<file path="src/rtl/sb_cfg_loader.sv">
// rtl/sb_cfg_loader.sv - serial switch-box select loader with pair check and atomic commit
// Optional readback of the committed word: define SB_READBACK_EN.
module sb_cfg_loader #(
    parameter int SEL_W = 16
) (
    input  logic             clk,
    input  logic             rst_n,
    input  logic             cfg_valid,
    output logic             cfg_ready,
    input  logic             cfg_bit,
    input  logic             cfg_last,
    output logic [SEL_W-1:0] sel,
    output logic             cfg_done,
    output logic             cfg_err,
    output logic [1:0]       err_code
`ifdef SB_READBACK_EN
    ,
    input  logic             rb_req,
    output logic             rb_bit,
    output logic             rb_valid,
    output logic             rb_last
`endif
);

    localparam int CNT_W = $clog2(SEL_W + 1);
    localparam logic [CNT_W-1:0] FULL = CNT_W'(SEL_W);

    localparam logic [1:0] E_NONE  = 2'b00;
    localparam logic [1:0] E_SHORT = 2'b01;
    localparam logic [1:0] E_LONG  = 2'b10;
    localparam logic [1:0] E_PAIR  = 2'b11;

    typedef enum logic [2:0] {
        S_IDLE,
        S_SHIFT,
        S_DRAIN,
        S_CHECK
`ifdef SB_READBACK_EN
        ,
        S_READBACK
`endif
    } state_t;

    state_t             r_state;
    logic [SEL_W-1:0]   r_shadow;
    logic [SEL_W-1:0]   r_sel;
    logic [CNT_W-1:0]   r_count;
    logic               r_ready;
    logic               r_done;
    logic               r_err;
    logic [1:0]         r_code;
`ifdef SB_READBACK_EN
    logic               r_rb_bit;
    logic               r_rb_valid;
    logic               r_rb_last;
`endif

    logic               w_beat;
    logic [CNT_W-1:0]   w_count_nx;
    logic [SEL_W-1:0]   w_shadow_nx;
    logic               w_illegal;

    assign w_beat      = cfg_valid & r_ready;
    assign w_count_nx  = r_count + 1'b1;
    assign w_shadow_nx = {cfg_bit, r_shadow[SEL_W-1:1]};

    always_comb begin
        w_illegal = 1'b0;
        for (int i = 0; i < SEL_W / 2; i++) begin
            if (r_shadow[2*i +: 2] == 2'b11) w_illegal = 1'b1;
        end
    end

    always_ff @(posedge clk) begin
        if (!rst_n) begin
            r_state  <= S_IDLE;
            r_shadow <= '0;
            r_sel    <= '0;
            r_count  <= '0;
            r_ready  <= 1'b0;
            r_done   <= 1'b0;
            r_err    <= 1'b0;
            r_code   <= E_NONE;
`ifdef SB_READBACK_EN
            r_rb_bit   <= 1'b0;
            r_rb_valid <= 1'b0;
            r_rb_last  <= 1'b0;
`endif
        end else begin
            r_done <= 1'b0;
            case (r_state)
                S_IDLE: begin
                    r_ready <= 1'b1;
                    if (w_beat) begin
                        r_shadow <= w_shadow_nx;
                        r_err    <= 1'b0;
                        r_code   <= E_NONE;
                        if (cfg_last) begin
                            r_err   <= 1'b1;
                            r_code  <= E_SHORT;
                            r_count <= '0;
                        end else begin
                            r_count <= 1;
                            r_state <= S_SHIFT;
                        end
                    end
`ifdef SB_READBACK_EN
                    else if (rb_req) begin
                        // shadow is idle here, so it doubles as the readback shifter
                        r_state    <= S_READBACK;
                        r_ready    <= 1'b0;
                        r_shadow   <= r_sel >> 1;
                        r_rb_bit   <= r_sel[0];
                        r_rb_valid <= 1'b1;
                        r_rb_last  <= 1'b0;
                        r_count    <= 1;
                    end
`endif
                end
                S_SHIFT: begin
                    if (w_beat) begin
                        r_shadow <= w_shadow_nx;
                        r_count  <= w_count_nx;
                        if (w_count_nx == FULL) begin
                            if (cfg_last) begin
                                r_state <= S_CHECK;
                                r_ready <= 1'b0;
                            end else begin
                                r_err   <= 1'b1;
                                r_code  <= E_LONG;
                                r_state <= S_DRAIN;
                            end
                        end else if (cfg_last) begin
                            r_err   <= 1'b1;
                            r_code  <= E_SHORT;
                            r_count <= '0;
                            r_state <= S_IDLE;
                        end
                    end
                end
                S_DRAIN: begin
                    if (w_beat && cfg_last) begin
                        r_count <= '0;
                        r_state <= S_IDLE;
                    end
                end
                S_CHECK: begin
                    if (w_illegal) begin
                        r_err  <= 1'b1;
                        r_code <= E_PAIR;
                    end else begin
                        r_sel  <= r_shadow;
                        r_done <= 1'b1;
                    end
                    r_count <= '0;
                    r_ready <= 1'b1;
                    r_state <= S_IDLE;
                end
`ifdef SB_READBACK_EN
                S_READBACK: begin
                    if (r_count == FULL) begin
                        r_rb_valid <= 1'b0;
                        r_rb_last  <= 1'b0;
                        r_count    <= '0;
                        r_ready    <= 1'b1;
                        r_state    <= S_IDLE;
                    end else begin
                        r_rb_bit  <= r_shadow[0];
                        r_shadow  <= r_shadow >> 1;
                        r_rb_last <= (w_count_nx == FULL);
                        r_count   <= w_count_nx;
                    end
                end
`endif
                default: begin
                    r_state <= S_IDLE;
                end
            endcase
        end
    end

    assign cfg_ready = r_ready;
    assign sel       = r_sel;
    assign cfg_done  = r_done;
    assign cfg_err   = r_err;
    assign err_code  = r_code;
`ifdef SB_READBACK_EN
    assign rb_bit    = r_rb_bit;
    assign rb_valid  = r_rb_valid;
    assign rb_last   = r_rb_last;
`endif

endmodule
</file>
<file path="config.mk">
export PLATFORM = sky130hd
export DESIGN_NAME = sb_cfg_loader
export DESIGN_NICKNAME = d
export VERILOG_FILES = /design/src/rtl/sb_cfg_loader.sv
export SDC_FILE = /design/constraint.sdc
export NUM_CORES = 1
export LEC_CHECK = 0
export BUFFER_PORTS_ARGS = -buffer_cell sky130_fd_sc_hd__buf_2
export CORE_UTILIZATION = 35
export CTS_CLUSTER_SIZE = 40
export DETAILED_ROUTE_END_ITERATION = 10
export GPL_ROUTABILITY_DRIVEN = 0
export SLEW_MARGIN = 15
export SYNTH_ARGS = -nofsm -noshare
export SYNTH_HDL_FRONTEND = slang
export SYNTH_SLANG_ARGS = --single-unit
</file>
<file path="constraint.sdc">
create_clock -name clk -period 2.11 [get_ports clk]
set_clock_uncertainty 0.05 [all_clocks]
set_input_delay 0.1055 -clock clk [delete_from_list [all_inputs] [get_ports clk]]
set_output_delay 0.1055 -clock clk [all_outputs]
set_load 0.02 [all_outputs]
</file>
==> results of run 1 <==
[layout make-up]
cell class / count / area, µm² / share of cell area
multi-input cells: 163 / 1170 / 0.466
flip-flops and latches: 44 / 888 / 0.354
repair buffers: 38 / 223 / 0.0887
well taps: 72 / 90.1 / 0.0359
clock buffers: 5 / 68.8 / 0.0274
clock inverters: 2 / 60.1 / 0.0239
inverters: 3 / 11.3 / 0.00448
[per-layer routing]
| metal | track usage | up-vias |
|---|---|---|
| met5 | 0 | - |
| met4 | 0.0636 | 0 |
| met3 | 0.0437 | 5 |
| met2 | 0.223 | 25 |
| met1 | 0.196 | 758 |
| li1 | - | 841 |
[registers in the layout (all words and copies together), names as in the netlist]
| name | count |
|---|---|
| cfg_ready | 1 |
| r_count | 5 |
| r_shadow | 16 |
| cfg_err | 1 |
| r_state | 2 |
| sel | 16 |
| err_code | 2 |
| cfg_done | 1 |
[what timing repair did]
action,CTS,global route
buffers inserted,0,2
hold buffers,0,0
cloned,0,0
pin swaps,0,3
endpoints found under the setup margin,1,4
gates resized for setup,1,11
[through the flow]
step / setup TNS (ps) / worst slack, ps / cells / cell area, µm² / hold WS, ps
floorplan: 0 / 7.12 / 222 / 2090 / 186
global placement: 0 / 83.1 / 318 / 2330 / 311
detailed placement: 0 / 10.3 / 318 / 2330 / 324
CTS: 0 / 28.4 / 325 / 2460 / 2.03
global route: -79.6 / -49.4 / 327 / 2510 / 13.2
finish: 0 / 76.3 / 327 / 2510 / 5.88
[cell usage after synthesis, types with 2 or more instances]
cell type and count:
nor2b_1 17, o21ai_0 5, clkbuf_1 8, and2_1 4
nand2_1 43, inv_1 3, nor2_1 4, nand2b_1 2
ha_1 8, o21a_1 2, a21oi_1 7, dfxtp_1 44
a21boi_0 19, nand3_1 3, buf_4 3, or2_2 2
mux2i_1 19, nor3_1 2
[cell families after synthesis]
| kind of cell | after synthesis | synth area share |
|---|---|---|
| AND/OR/NAND/NOR | 85 | 0.207 |
| flip-flops | 44 | 0.423 |
| adder cells (fa/ha/maj) | 8 | 0.0480 |
| buffers and inverters | 15 | 0.0330 |
| multiplexers | 22 | 0.111 |
| AO/OA/AOI/OAI | 48 | 0.179 |
[worst paths after layout]
check	slack, ps	end	start	cells past startpoint
worst min-delay path	6	r_shadow[15]$_SDFFE_PN0P_	cfg_bit	3
worst max-delay path	80	err_code[1]$_SDFFE_PN0P_	r_count[1]$_SDFFE_PN0P_	7
worst min register to register	410	err_code[0]$_SDFFE_PN0P_	err_code[0]$_SDFFE_PN0P_	2
worst max register to register	80	err_code[1]$_SDFFE_PN0P_	r_count[1]$_SDFFE_PN0P_	7
[power groups by stage]
stage	combinational, W	clock, W	sequential, W
5_1_grt	0.000373	0.000810	0.000877
3_3_place_gp	0.000333	0	0.000890
6_report	0.000340	0.000754	0.000872
2_1_floorplan	0.000219	0	0.000906
3_5_place_dp	0.000338	0	0.000890
4_1_cts	0.000340	0.000773	0.000871
[critical path: stages, from the launching register on]
cell       delay [ps]
dfxtp_4           380
ha_4              170
and3_4            200
mux2i_4           190
and3_4            200
a2111oi_4         410
buf_4             190
mux2i_1           180
==> flow_summary.json, run 1 <==
{
  "num_io_pins": 26,
  "relSlewSlack": 0.561,
  "fin_util": 0.448,
  "layout_common_cells": "nand2_1 (43), dfxtp_1 (40), buf_2 (25)",
  "first_pass_iters": 4,
  "final_nets": 268,
  "slew_viol_final": 0,
  "ys_ff_latch": 44,
  "p_per_area_mw_per_mm2": 783,
  "drtIter0Drc": 69,
  "htree_levels": 2,
  "ys_top_cells_by_area": "dfxtp_1 (42%), mux2i_1 (9.1%), nand2_1 (7.7%)",
  "vias": 1629,
  "cts_tree": "done",
  "hold_viol_final": 0,
  "numCtsBuffers": 5,
  "wl_met2_um": 1950,
  "initial_utilization": 0.371,
  "cp.required_ps": 2290,
  "die_width_um": 79.2,
  "area_growth_pct": 20.5,
  "yosysSeqAreaShare": 0.423,
  "report.final.setup_viol": 0,
  "grt_remaining_overflow": 0,
  "vias_per_cell": 4.98,
  "cp-start-kind": "flip-flop",
  "antenna_found_initial": 0,
  "avgRoutedWirePerCell_um": 13.1,
  "pwr-share-clk": 0.383,
  "p_total_w": 0.00197,
  "drt-total-wl_um": 4290,
  "ys_async_sr_fraction": 0,
  "wl_met1_um": 2130,
  "mappedNetlistArea_mm2": 0.00208,
  "coreArea_mm2": 0.00561,
  "ys.flop_type": "dfxtp_1",
  "die_y_um": 79.2,
  "route.detailed.drc": 0,
  "intPower_w": 0.00147,
  "hold_class": "input pin to flip-flop",
  "top_layer": "met4",
  "worstMarginPinSlew_ps": 659,
  "ir_drop_mv": 0.308,
  "dp_hpwl_um": 2940,
  "portBuffers": 25,
  "crit_fanout": 6,
  "min_period_ps": 2030,
  "cp-end-kind": "flip-flop",
  "grt_pass1_wl_um": 7160,
  "grt.total_usage": 0.148,
  "cts_root_buf": "clkbuf_8",
  "grt_pass1_vias": 1498,
  "synth_edf_count": 0,
  "clock_latency_ps": 300,
  "rsz0062_at_grt": "yes",
  "cp.arrival_ps": 2210,
  "power_frac_seq": 0.444,
  "clockBufferDepth": 2,
  "yosysWarnings": 0,
  "synth_largest_area_cell": "dfxtp_1",
  "p_sw_w": 0.000500,
  "share_comb_of_total_power": 0.173,
  "fmax_ghz": 0.492,
  "synthDistinctLibCells": 45,
  "p_leak_nw": 0.920,
  "dieArea_mm2": 0.00626,
  "synth_top_area_frac": 0.423,
  "drv_cap": 0,
  "fillers": 557,
  "finalCritPeriodShare": 0.964,
  "drive_gt1_frac": 0.255,
  "rows": 27,
  "synth_nets": 235,
  "n_antenna_cell": 0,
  "grt_start_max_net_pins": 47,
  "status": "complete, no violations",
  "clk_pin_slew_ps": 80,
  "swShare": 0.254,
  "wl_met3_um": 149,
  "clock-sinks": 44,
  "layout_commonest_cell": "nand2_1",
  "syn_area_per_cell_um2": 9.38,
  "detail-route-antenna-nets": 0,
  "critPathKind": "flip-flop to flip-flop",
  "netlist_instances": 222
}
Note: power is estimated with default switching activity, not from simulation.
==> run 2: changes to the inputs <==
Clock period 2.11 ns to 1.79 ns, I/O delays scaled along.
==> flow_summary.json, run 2 (synthesis gave the netlist of run 1 again) <==
{
  "n_antenna_cell": 0,
  "p_per_area_mw_per_mm2": 771,
  "cp.arrival_ps": 2010,
  "r2r_cells": 6,
  "cp-start-kind": "flip-flop",
  "die_y_um": 79.2,
  "crit_end": "cfg_err$_SDFFE_PN0P_",
  "rows": 27,
  "ir_drop_mv": 0.315,
  "drt-total-wl_um": 4600,
  "path_cells": "ha_4 > and3_4 > mux2i_2 > and3_4 > a2111oi_4 > mux2_4",
  "swShare": 0.288,
  "cts_root_buf": "clkbuf_8",
  "grt_remaining_overflow": 0,
  "slew_viol_final": 0,
  "fin_ws_ps": -85.0,
  "p_sw_w": 0.000627,
  "portBuffers": 25,
  "numCtsBuffers": 5,
  "die_width_um": 79.2,
  "drtIter0Drc": 57,
  "timing.hold.ws_ps": 127,
  "status": "finished, violations left",
  "share_comb_of_total_power": 0.243,
  "critPathSlowestCell": "dfxtp_4",
  "pwr-share-clk": 0.278,
  "clock_latency_ps": 290,
  "worstHoldStart": "cfg_last",
  "power_frac_seq": 0.478,
  "clock-sinks": 44,
  "critPathLaunch": "r_count[1]$_SDFFE_PN0P_",
  "grt_pass1_vias": 1657,
  "area_growth_pct": 35.2,
  "fin_util": 0.502,
  "coreArea_mm2": 0.00561,
  "finalCritPeriodShare": 1.05,
  "layout_common_cells": "nand2_1 (42), dfxtp_1 (40), buf_4 (40)",
  "drive_gt1_frac": 0.367,
  "p_leak_nw": 1.09,
  "relSlewSlack": 0.686,
  "reg2reg_to": "cfg_err$_SDFFE_PN0P_",
  "hold_class": "input pin to flip-flop",
  "final_area_mm2": 0.00282,
  "crit_fanout": 6,
  "fmax_ghz": 0.533,
  "route.detailed.drc": 0,
  "violations": "setup timing",
  "final_nets": 302,
  "clk_pin_slew_ps": 80,
  "clockBufferDepth": 2,
  "cpPeakStageDelay_ps": 370,
  "htree_levels": 2,
  "crit_top_cell": "and3_4",
  "cp.required_ps": 1920,
  "antenna_found_initial": 0,
  "critPathKind": "flip-flop to flip-flop",
  "avgRoutedWirePerCell_um": 12.7,
  "placed_area_mm2": 0.00261,
  "dieArea_mm2": 0.00626,
  "first_pass_iters": 4,
  "intPower_w": 0.00155,
  "num_io_pins": 26,
  "grt_start_max_net_pins": 30,
  "report.final.setup_viol": 5,
  "vias": 1742,
  "drv_cap": 0,
  "dp_hpwl_um": 3270,
  "vias_per_cell": 4.83,
  "hold_viol_final": 0,
  "worstMarginPinSlew_ps": 470,
  "layout_commonest_cell": "nand2_1",
  "timing.rr.start": "r_count[1]$_SDFFE_PN0P_",
  "initial_utilization": 0.371,
  "grt_pass1_wl_um": 7860,
  "cts_tree": "done",
  "min_period_ps": 1870,
  "detail-route-antenna-nets": 0,
  "grt.total_usage": 0.160,
  "r2r_slack_ps": -80,
  "cp-end-kind": "flip-flop",
  "rsz0062_at_grt": "yes"
}
## run 2: final cells by class
type                            count  area, µm²
Fill cell                         548       2790
Multi-Input combinational cell    163       1220
Sequential cell                    44        893
Timing Repair Buffer               72        510
Tap cell                           72       90.1
Clock buffer                        5       68.8
Inverter                            3       16.3
Clock inverter                      2       12.5
## run 2: worst min-delay path by stage
stage | end | slack (ps) | cells past startpoint
6_report | cfg_ready$_SDFFE_PN0P_ | 130 | 2
3_5_place_dp | r_shadow[15]$_SDFFE_PN0P_ | 300 | 3
5_1_grt | cfg_ready$_SDFFE_PN0P_ | 150 | 2
4_1_cts | cfg_ready$_SDFFE_PN0P_ | 120 | 2
2_1_floorplan | cfg_ready$_SDFFE_PN0P_ | 170 | 1
3_3_place_gp | r_shadow[15]$_SDFFE_PN0P_ | 300 | 3
## run 2: critical path, delay by kind of cell, from the launching register on
kind / cells / cell delay, ps
AOI/OAI and AO/OA: 1 / 330
adders and majority gates: 1 / 180
DFF: 1 / 370
muxes: 2 / 500
and+or+nand+nor: 2 / 340
## run 2: through the flow
| step | power [W] | instances | setup WS (ps) | TNS (ps) |
|---|---|---|---|---|
| 4_1_cts | 0.00218 | 359 | -92.6 | -288 |
| 3_3_place_gp | 0.00154 | 347 | -106 | -342 |
| 2_1_floorplan | 0.00136 | 222 | -198 | -359 |
| 6_report | 0.00217 | 361 | -85.0 | -338 |
| 3_5_place_dp | 0.00154 | 347 | -130 | -453 |
| 5_1_grt | 0.00229 | 361 | -159 | -884 |
## run 2: routing by layer
layer	vias up	part of all wire	track usage
met4	0	0.0085	0.0436
li1	900	-	-
met1	817	0.49	0.204
met2	20	0.47	0.272
met5	-	0	0
met3	5	0.025	0.0310
## run 2: what timing repair did
| action | in CTS | in global routing |
|---|---|---|
| buffers inserted | 3 | 2 |
| pin swaps | 9 | 5 |
| hold buffers | 2 | 0 |
| hold endpoints to repair | 2 | 0 |
| gates resized for setup | 8 | 11 |
| setup endpoints to repair | 6 | 18 |
## run 2: power groups by stage
stage / logic, W / registers [W] / clock network, W
finish: 0.000529 / 0.00104 / 0.000605
floorplan: 0.000286 / 0.00107 / 0
global placement: 0.000484 / 0.00106 / 0
global route: 0.000576 / 0.00104 / 0.000669
detailed placement: 0.000481 / 0.00106 / 0
CTS: 0.000519 / 0.00104 / 0.000625
==> run 3: changes to the inputs <==
Settings changed: PLACE_DENSITY set to 0.63.
==> flow_summary.json, run 3 (synthesis gave the netlist of run 1 again) <==
{
  "status": "finished, violations left",
  "violations": "setup timing",
  "first_pass_iters": 4,
  "n_antenna_cell": 0,
  "grt_remaining_overflow": 0,
  "slew_viol_final": 0,
  "fin_ws_ps": -127,
  "clock_latency_ps": 290,
  "num_io_pins": 26,
  "dp_hpwl_um": 3110,
  "dieArea_mm2": 0.00626,
  "die_y_um": 79.2,
  "grt.total_usage": 0.155,
  "cts_tree": "done",
  "grt_start_max_net_pins": 47,
  "clockBufferDepth": 2,
  "fmax_ghz": 0.522,
  "cp.required_ps": 1920,
  "portBuffers": 25,
  "layout_commonest_cell": "nand2_1",
  "r2r_cells": 6,
  "antenna_found_initial": 0,
  "p_per_area_mw_per_mm2": 807,
  "cp-end-kind": "flip-flop",
  "min_period_ps": 1920,
  "drive_gt1_frac": 0.360,
  "p_total_w": 0.00228,
  "ir_drop_mv": 0.575,
  "grt_pass1_wl_um": 7620,
  "route.detailed.drc": 0,
  "drt-total-wl_um": 4470,
  "area_growth_pct": 35.6,
  "vias": 1731,
  "clock-sinks": 44,
  "drv_cap": 0,
  "initial_utilization": 0.371,
  "grt_pass1_vias": 1659,
  "placed_area_mm2": 0.00256,
  "clk_pin_slew_ps": 80,
  "layout_common_cells": "nand2_1 (42), dfxtp_1 (40), buf_4 (37)",
  "cp-start-kind": "flip-flop",
  "hold_viol_final": 0,
  "coreArea_mm2": 0.00561,
  "die_width_um": 79.2,
  "htree_levels": 2,
  "cp.arrival_ps": 2050,
  "crit_fanout": 5,
  "drtIter0Drc": 77,
  "critPathKind": "flip-flop to flip-flop",
  "rsz0062_at_grt": "yes",
  "avgRoutedWirePerCell_um": 12.5,
  "fillers": 543,
  "numCtsBuffers": 5,
  "cts_root_buf": "clkbuf_8",
  "p_leak_nw": 1.09,
  "hold_depth": 2,
  "report.final.setup_viol": 6,
  "detail-route-antenna-nets": 0,
  "vias_per_cell": 4.84,
  "relSlewSlack": 0.553,
  "final_nets": 298,
  "hold_class": "input pin to flip-flop",
  "worstMarginPinSlew_ps": 670,
  "final_area_mm2": 0.00282,
  "finalCritPeriodShare": 1.07,
  "rows": 27
}
==> run 3: final timing paths <==
check                      startpoint                       end  slack [ps]
max           r_count[1]$_SDFFE_PN0P_      cfg_err$_SDFFE_PN0P_        -130
min                          cfg_last    cfg_ready$_SDFFE_PN0P_         140
max reg2reg   r_count[1]$_SDFFE_PN0P_      cfg_err$_SDFFE_PN0P_        -130
min reg2reg  err_code[0]$_SDFFE_PN0P_  err_code[0]$_SDFFE_PN0P_         420
==> run 3: power breakdown <==
part	switching (W)	internal, W
Sequential	0.0000327	0.00101
Combinational	0.000247	0.000254
Clock	0.000324	0.000414
Total	0.000604	0.00168
==> run 3: final cells by class <==
type,instances,area [µm²],share of cell area
Clock inverter,2,35.0,0.0124
Inverter,3,16.3,0.00576
Sequential cell,44,893,0.316
Multi-Input combinational cell,163,1240,0.439
Clock buffer,6,72.6,0.0257
Timing Repair Buffer,68,477,0.169
Tap cell,72,90.1,0.0319
==> run 3: through the flow <==
step                      instances  hold slack [ps]   util  worst slack [ps]  setup TNS (ps)
after global routing            358              158  0.504              -186            -971
after floorplan                 222              170      -              -198            -359
after detailed placement        341              300  0.457              -191            -669
final                           358              140  0.504              -127            -511
after global placement          341              305  0.457              -122            -351
after CTS                       356              131  0.493              -126            -442
==> run 3: critical path, cell delays in order, from the launching register on <==
cell and delay [ps]:
dfxtp_4 370, ha_4 160, and3_4 190, mux2i_4 190, and3_4 190, a2111oi_4 330
mux2_4 330
==> run 3: metal layers <==
| metal | wire length, µm | share of wire | up-vias | global-route usage |
|---|---|---|---|---|
| li1 | - | - | 897 | - |
| met1 | 2330 | 0.52 | 798 | 0.206 |
| met2 | 1950 | 0.44 | 32 | 0.247 |
| met3 | 138 | 0.031 | 4 | 0.0310 |
| met4 | 49 | 0.011 | 0 | 0.0545 |
| met5 | 0 | 0 | - | 0 |
==> run 3: timing repair <==
action                                 CTS  global route
setup buffers                            5             2
setup endpoints to repair                8            14
gates resized for setup                  8            14
hold buffers                             2             0
endpoints found under the hold margin    2             0
pin swaps                                6             4
